File: config.mk
export PLATFORM = sky130hd
export DESIGN_NAME = sync_fifo_thresh_flat
export DESIGN_NICKNAME = d
export VERILOG_FILES = /design/src/rtl/sync_fifo_pkg.sv /design/src/rtl/sync_fifo_thresh_if.sv /design/src/rtl/sync_fifo_mem.sv /design/src/rtl/sync_fifo_thresh.sv /design/src/flat_wrapper.sv
export SDC_FILE = /design/constraint.sdc
export NUM_CORES = 1
export LEC_CHECK = 0
export ABC_CLOCK_PERIOD_IN_PS = 3000
export CORE_ASPECT_RATIO = 0.7
export CORE_UTILIZATION = 54
export DETAILED_ROUTE_END_ITERATION = 6
export PLACE_DENSITY_LB_ADDON = 0.2
export SLEW_MARGIN = 20
export SYNTH_ARGS = -nofsm -noshare
export SYNTH_HDL_FRONTEND = slang
export SYNTH_SLANG_ARGS = --single-unit
File: constraint.sdc
create_clock -name clk -period 3 [get_ports clk]
set_clock_uncertainty 0.05 [all_clocks]
set_input_delay 0.3 -clock clk [delete_from_list [all_inputs] [get_ports clk]]
set_output_delay 0.3 -clock clk [all_outputs]
set_load 0.01 [all_outputs]
File: src/rtl/sync_fifo_pkg.sv
// Shared defaults and helpers for the threshold FIFO.
// Optional first-word fall-through is selected by defining SYNC_FIFO_FWFT_EN.
package sync_fifo_pkg;

  localparam int DEFAULT_DATA_WIDTH = 8;
  localparam int DEFAULT_ADDR_WIDTH = 4;
  localparam int DEFAULT_AFULL_TH   = 14;
  localparam int DEFAULT_AEMPTY_TH  = 2;

  // Pointers carry one extra wrap bit so full and empty stay distinguishable.
  function automatic int ptr_width(input int addr_width);
    return addr_width + 1;
  endfunction

  typedef struct packed {
    logic wfull;
    logic rempty;
    logic walmost_full;
    logic ralmost_empty;
  } level_flags_t;

endpackage

File: src/rtl/sync_fifo_thresh_if.sv
// Handshake, data and status bundle between a FIFO user (master) and the FIFO (slave).
interface sync_fifo_thresh_if
  import sync_fifo_pkg::*;
#(
  parameter int DATA_WIDTH = DEFAULT_DATA_WIDTH,
  parameter int ADDR_WIDTH = DEFAULT_ADDR_WIDTH
);

  logic                  winc;
  logic [DATA_WIDTH-1:0] wdata;
  logic                  rinc;
  logic                  clr_err;
  logic [DATA_WIDTH-1:0] rdata;
  logic                  wfull;
  logic                  rempty;
  logic                  walmost_full;
  logic                  ralmost_empty;
  logic [ADDR_WIDTH:0]   count;
  logic                  overflow;
  logic                  underflow;

  modport master (
    output winc, wdata, rinc, clr_err,
    input  rdata, wfull, rempty, walmost_full, ralmost_empty, count, overflow, underflow
  );

  modport slave (
    input  winc, wdata, rinc, clr_err,
    output rdata, wfull, rempty, walmost_full, ralmost_empty, count, overflow, underflow
  );

endinterface

File: src/rtl/sync_fifo_mem.sv
// DEPTH x DATA_WIDTH register array: one synchronous write port, one combinational read port.
module sync_fifo_mem
  import sync_fifo_pkg::*;
#(
  parameter int DATA_WIDTH = DEFAULT_DATA_WIDTH,
  parameter int ADDR_WIDTH = DEFAULT_ADDR_WIDTH
) (
  input  logic                  clk,
  input  logic                  we,
  input  logic [ADDR_WIDTH-1:0] waddr,
  input  logic [DATA_WIDTH-1:0] wdata,
  input  logic [ADDR_WIDTH-1:0] raddr,
  output logic [DATA_WIDTH-1:0] rdata
);

  localparam int DEPTH = 1 << ADDR_WIDTH;

  logic [DATA_WIDTH-1:0] mem_q [DEPTH];

  // NOTE: storage has no reset; stale words are unreachable because the pointers reset.
  always_ff @(posedge clk) begin
    if (we) begin
      mem_q[waddr] <= wdata;
    end
  end

  assign rdata = mem_q[raddr];

endmodule

File: src/rtl/sync_fifo_thresh.sv
// Synchronous FIFO with fill count, almost-full/almost-empty thresholds and sticky error flags.
// Define SYNC_FIFO_FWFT_EN for first-word fall-through; otherwise rdata is registered per pop.
module sync_fifo_thresh
  import sync_fifo_pkg::*;
#(
  parameter int DATA_WIDTH = DEFAULT_DATA_WIDTH,
  parameter int ADDR_WIDTH = DEFAULT_ADDR_WIDTH,
  parameter int AFULL_TH   = DEFAULT_AFULL_TH,
  parameter int AEMPTY_TH  = DEFAULT_AEMPTY_TH
) (
  input  logic               clk,
  input  logic               rst_n,
  sync_fifo_thresh_if.slave  bus
);

  localparam int PW = ptr_width(ADDR_WIDTH);

  logic [PW-1:0]         wptr_q, wptr_d;
  logic [PW-1:0]         rptr_q, rptr_d;
  logic [PW-1:0]         count;
  logic                  overflow_q, overflow_d;
  logic                  underflow_q, underflow_d;
  logic                  wr_en, rd_en;
  logic [DATA_WIDTH-1:0] mem_rdata;
  level_flags_t          flags;

  // Level status is derived purely from the registered pointers, so it
  // follows the pointer state one edge after an accepted operation.
  always_comb begin
    count               = wptr_q - rptr_q;
    flags.rempty        = (wptr_q == rptr_q);
    flags.wfull         = (wptr_q[PW-1] != rptr_q[PW-1]) &&
                          (wptr_q[ADDR_WIDTH-1:0] == rptr_q[ADDR_WIDTH-1:0]);
    flags.walmost_full  = (count >= PW'(AFULL_TH));
    flags.ralmost_empty = (count <= PW'(AEMPTY_TH));
  end

  assign wr_en = bus.winc && !flags.wfull;
  assign rd_en = bus.rinc && !flags.rempty;

  // NOTE: every always_comb output gets a default first so no latch is inferred.
  always_comb begin
    wptr_d      = wptr_q;
    rptr_d      = rptr_q;
    overflow_d  = overflow_q;
    underflow_d = underflow_q;
    if (wr_en) wptr_d = wptr_q + PW'(1);
    if (rd_en) rptr_d = rptr_q + PW'(1);
    if (bus.winc && flags.wfull) begin
      overflow_d = 1'b1;
    end else if (bus.clr_err) begin
      overflow_d = 1'b0;
    end
    if (bus.rinc && flags.rempty) begin
      underflow_d = 1'b1;
    end else if (bus.clr_err) begin
      underflow_d = 1'b0;
    end
  end

  // NOTE: state registers use non-blocking assignments so all flops update together.
  always_ff @(posedge clk or negedge rst_n) begin
    if (!rst_n) begin
      wptr_q      <= '0;
      rptr_q      <= '0;
      overflow_q  <= 1'b0;
      underflow_q <= 1'b0;
    end else begin
      wptr_q      <= wptr_d;
      rptr_q      <= rptr_d;
      overflow_q  <= overflow_d;
      underflow_q <= underflow_d;
    end
  end

  sync_fifo_mem #(
    .DATA_WIDTH (DATA_WIDTH),
    .ADDR_WIDTH (ADDR_WIDTH)
  ) u_mem (
    .clk   (clk),
    .we    (wr_en),
    .waddr (wptr_q[ADDR_WIDTH-1:0]),
    .wdata (bus.wdata),
    .raddr (rptr_q[ADDR_WIDTH-1:0]),
    .rdata (mem_rdata)
  );

`ifdef SYNC_FIFO_FWFT_EN
  // Head word is presented combinationally; forced to zero while empty.
  assign bus.rdata = flags.rempty ? '0 : mem_rdata;
`else
  logic [DATA_WIDTH-1:0] rdata_q, rdata_d;

  always_comb begin
    rdata_d = rdata_q;
    if (rd_en) rdata_d = mem_rdata;
  end

  always_ff @(posedge clk or negedge rst_n) begin
    if (!rst_n) begin
      rdata_q <= '0;
    end else begin
      rdata_q <= rdata_d;
    end
  end

  assign bus.rdata = rdata_q;
`endif

  assign bus.count         = count;
  assign bus.wfull         = flags.wfull;
  assign bus.rempty        = flags.rempty;
  assign bus.walmost_full  = flags.walmost_full;
  assign bus.ralmost_empty = flags.ralmost_empty;
  assign bus.overflow      = overflow_q;
  assign bus.underflow     = underflow_q;

endmodule
File: src/flat_wrapper.sv
// flat-port wrapper written by rule: the top's interface ports become plain ports
module sync_fifo_thresh_flat import sync_fifo_pkg::*;
#(
  parameter int DATA_WIDTH = DEFAULT_DATA_WIDTH,
  parameter int ADDR_WIDTH = DEFAULT_ADDR_WIDTH,
  parameter int AFULL_TH   = DEFAULT_AFULL_TH,
  parameter int AEMPTY_TH  = DEFAULT_AEMPTY_TH
)
  (clk, rst_n, bus_winc, bus_wdata, bus_rinc, bus_clr_err, bus_rdata, bus_wfull, bus_rempty, bus_walmost_full, bus_ralmost_empty, bus_count, bus_overflow, bus_underflow);
  sync_fifo_thresh_if #(.DATA_WIDTH(DATA_WIDTH), .ADDR_WIDTH(ADDR_WIDTH)) bus_i ();
  input  logic clk;
  input  logic rst_n;
  input wire logic [$bits(bus_i.winc)-1:0] bus_winc;
  input wire logic [$bits(bus_i.wdata)-1:0] bus_wdata;
  input wire logic [$bits(bus_i.rinc)-1:0] bus_rinc;
  input wire logic [$bits(bus_i.clr_err)-1:0] bus_clr_err;
  output wire logic [$bits(bus_i.rdata)-1:0] bus_rdata;
  output wire logic [$bits(bus_i.wfull)-1:0] bus_wfull;
  output wire logic [$bits(bus_i.rempty)-1:0] bus_rempty;
  output wire logic [$bits(bus_i.walmost_full)-1:0] bus_walmost_full;
  output wire logic [$bits(bus_i.ralmost_empty)-1:0] bus_ralmost_empty;
  output wire logic [$bits(bus_i.count)-1:0] bus_count;
  output wire logic [$bits(bus_i.overflow)-1:0] bus_overflow;
  output wire logic [$bits(bus_i.underflow)-1:0] bus_underflow;
  assign bus_i.winc = bus_winc;
  assign bus_i.wdata = bus_wdata;
  assign bus_i.rinc = bus_rinc;
  assign bus_i.clr_err = bus_clr_err;
  assign bus_rdata = bus_i.rdata;
  assign bus_wfull = bus_i.wfull;
  assign bus_rempty = bus_i.rempty;
  assign bus_walmost_full = bus_i.walmost_full;
  assign bus_ralmost_empty = bus_i.ralmost_empty;
  assign bus_count = bus_i.count;
  assign bus_overflow = bus_i.overflow;
  assign bus_underflow = bus_i.underflow;
  sync_fifo_thresh #(.DATA_WIDTH(DATA_WIDTH), .ADDR_WIDTH(ADDR_WIDTH), .AFULL_TH(AFULL_TH), .AEMPTY_TH(AEMPTY_TH)) u_core (.clk(clk), .rst_n(rst_n), .bus(bus_i));
endmodule
==> reports/results.ini <==
[placed_design]
hpwl_um=7680
gp_congestion=0.807
io_buffer_count=31

[clock_tree]
cts_tree=built
numCtsBuffers=17
cts_sinks=148
cts.clk_slew.worst_paths_ns=0.06
clockRootBuffer=clkbuf_16
insertion_delay_ns=0.41
cts_max_level=4
cts.path.max_buffers=2

[logic_synthesis]
netlist_top_cells_count=edfxtp_1, mux2i_1, nor2_1
synth.area.top_cells=edfxtp_1, dfrtp_1, mux2i_1
synth_most_common_cell=edfxtp_1
ys_types=42
ys.flop_type=edfxtp_1
synth_top_cell_area_share_pct=63.3
yosys_register_bits=148
yosysSeqAreaShare_pct=71.5
synth_nets=391
avgSynthCellArea_um2=16.5
synth_async_sr_flop_share_pct=13.5
syn_inst=368
synth-warning-count=0
yosysTopAreaCell=edfxtp_1
synth_edf_count=128
syn_area_um2=6080

[critical_path]
rr_worst_depth=6
end_kind=output port
rr_startpoint=u_core.wptr_q[3]
r2r_end=u_core.u_mem.mem_q[2][3]
crit_path_start_kind=flip-flop
critPathKind=reg2out
cp_data_required_time_ns=2.65
cp.arrival_ns=2.56
critPathMaxFanout=6
regToRegSetupSlack_ns=0.45

[power_and_ir_drop]
power_uw=7450
peakVddDrop_uv=670
p_leak_uw=0.00258
power_density_nw_per_um2=1040

[route]
remaining_drc_errors=0
initialDrtViolationCount=244
dr_total_vias=3315
vias_per_cell=5.70
wl_um=12400
routedWlPerCell_um=21.4
drtPass1Iterations=6
ant_nets=0

[layout]
drive_gt1_share_pct=16.1
finalNetCount=444
fillers=746
diodes=0
syn2layout_area_growth_pct=17.7

[job]
cap_violations=0

[global_routing]
grt_pass1_wl_um=19400
grt_overflow_total=0
antenna_found_initial=0
grtUsageTotal_pct=23.7
grt_max_degree=32
grt_pass1_vias=3435

[sta]
worstMarginPinSlew_ns=0.664
relSlewSlack_pct=55.6
layout_min_cycle_time_ns=2.91
finalSetupViolations=0
period_share_pct=97.2
tns_ns=0
rsz0062_at_grt=false
hold_violations=0
slew_violations=0
max_freq_mhz=343

[floorplan]
row_count=31
fp.dieW_um=129
io_pins=32
coreArea_um2=10600
initial_utilization_pct=57.2
die_h_um=90.7
die_area_um2=11700

[min_path]
hp-class=in2async

[run_status]
outcome=finished clean

[layer usage]
| layer | track usage, % | share of wire, % | up-vias |
|---|---|---|---|
| met5 | 0 | 0 | - |
| met4 | 8.43 | 1.3 | 0 |
| met3 | 7.94 | 6.6 | 16 |
| met2 | 33.9 | 45 | 106 |
| met1 | 34.0 | 48 | 1661 |
| li1 | - | - | 1532 |
[critical path: stages (launching register included)]
cell and delay (ns):
dfrtp_1 0.48, ha_1 0.36, nor2b_1 0.14, o21a_1 0.18, or3_1 0.35, and2_1 0.17
clkdlybuf4s50_1 0.47
[flip-flops by register name, indices dropped and copies added, names as in the netlist]
register,cells
u_core.wptr_q,5
u_core.bus.overflow,1
u_core.bus.rdata,8
u_core.u_mem.mem_q,128
u_core.bus.underflow,1
u_core.rptr_q,5
[cell families after synthesis]
family / Yosys count / share of synthesized area, %
DFF: 148 / 71.5
and+or+nand+nor: 60 / 4.70
muxes: 56 / 10.9
AOI/OAI and AO/OA: 53 / 5.81
buffers and inverters: 29 / 3.21
xor gates and xnor gates: 12 / 1.73
adders and majority gates: 10 / 2.18
[final cells by class]
type,count,area [µm²],share of cell area [%]
clock buffer,17,425,5.95
clock inverter,15,138,1.92
inverter,10,37.5,0.525
multi-input combinational,191,1550,21.7
sequential,148,4340,60.7
tap,148,185,2.59
timing repair buffer,53,473,6.61
[worst max-delay path by stage]
stage                           startpoint                  endpoint  slack [ns]  cells after the start
final                     u_core.wptr_q[1]              bus_count[3]        0.09                      6
after global routing      u_core.wptr_q[1]              bus_count[3]       0.001                      6
after CTS                 u_core.wptr_q[0]              bus_count[4]        0.07                      8
after global placement    u_core.wptr_q[0]         bus_ralmost_empty        0.30                      9
after floorplan           u_core.rptr_q[1]  u_core.u_mem.mem_q[3][0]        0.11                      9
after detailed placement  u_core.wptr_q[0]         bus_ralmost_empty        0.20                      9
[placed cells by master (no fill, tap or decap), types with 3 or more instances in the layout]
master,instances
ha_1,9
a31oi_1,8
nor3_1,4
buf_4,21
xnor2_1,8
nor2_1,29
a221oi_1,8
clkdlybuf4s50_1,27
dfrtp_1,20
inv_2,4
clkbuf_16,17
nand2_1,10
o22ai_1,16
mux2i_1,48
inv_1,6
mux4_2,8
o21ai_1,13
clkinv_2,5
edfxtp_1,128
nand4_1,4
xor2_1,3
clkinv_1,3
[timing repair]
item                                    in CTS  in global routing
pin swaps                                    1                  0
endpoints found under the hold margin        0                 20
setup buffers                                1                  0
endpoints found under the setup margin       3                  1
gates resized for setup                      6                  1
hold buffers                                 0                  1
[metrics by stage]
stage                     instances  util [%]  hold WS, ns  worst slack (ns)  area, µm²
final                           582      67.3        0.337            0.0853       7150
after global routing            582      67.3        0.403           0.00145       7150
after CTS                       581      67.2        0.418            0.0710       7150
after detailed placement        548      61.8        0.465             0.197       6560
after global placement          548      61.8        0.451             0.304       6560
after floorplan                 368         -      -0.0456             0.109       6080
[report_power, final]
part / total, µW / internal [µW] / switching, µW
clock: 2020 / 1210 / 807
sequential: 2740 / 2550 / 182
combinational: 2700 / 1230 / 1470
total: 7450 / 4990 / 2460
No activity file was read; power rests on OpenSTA's default activity.
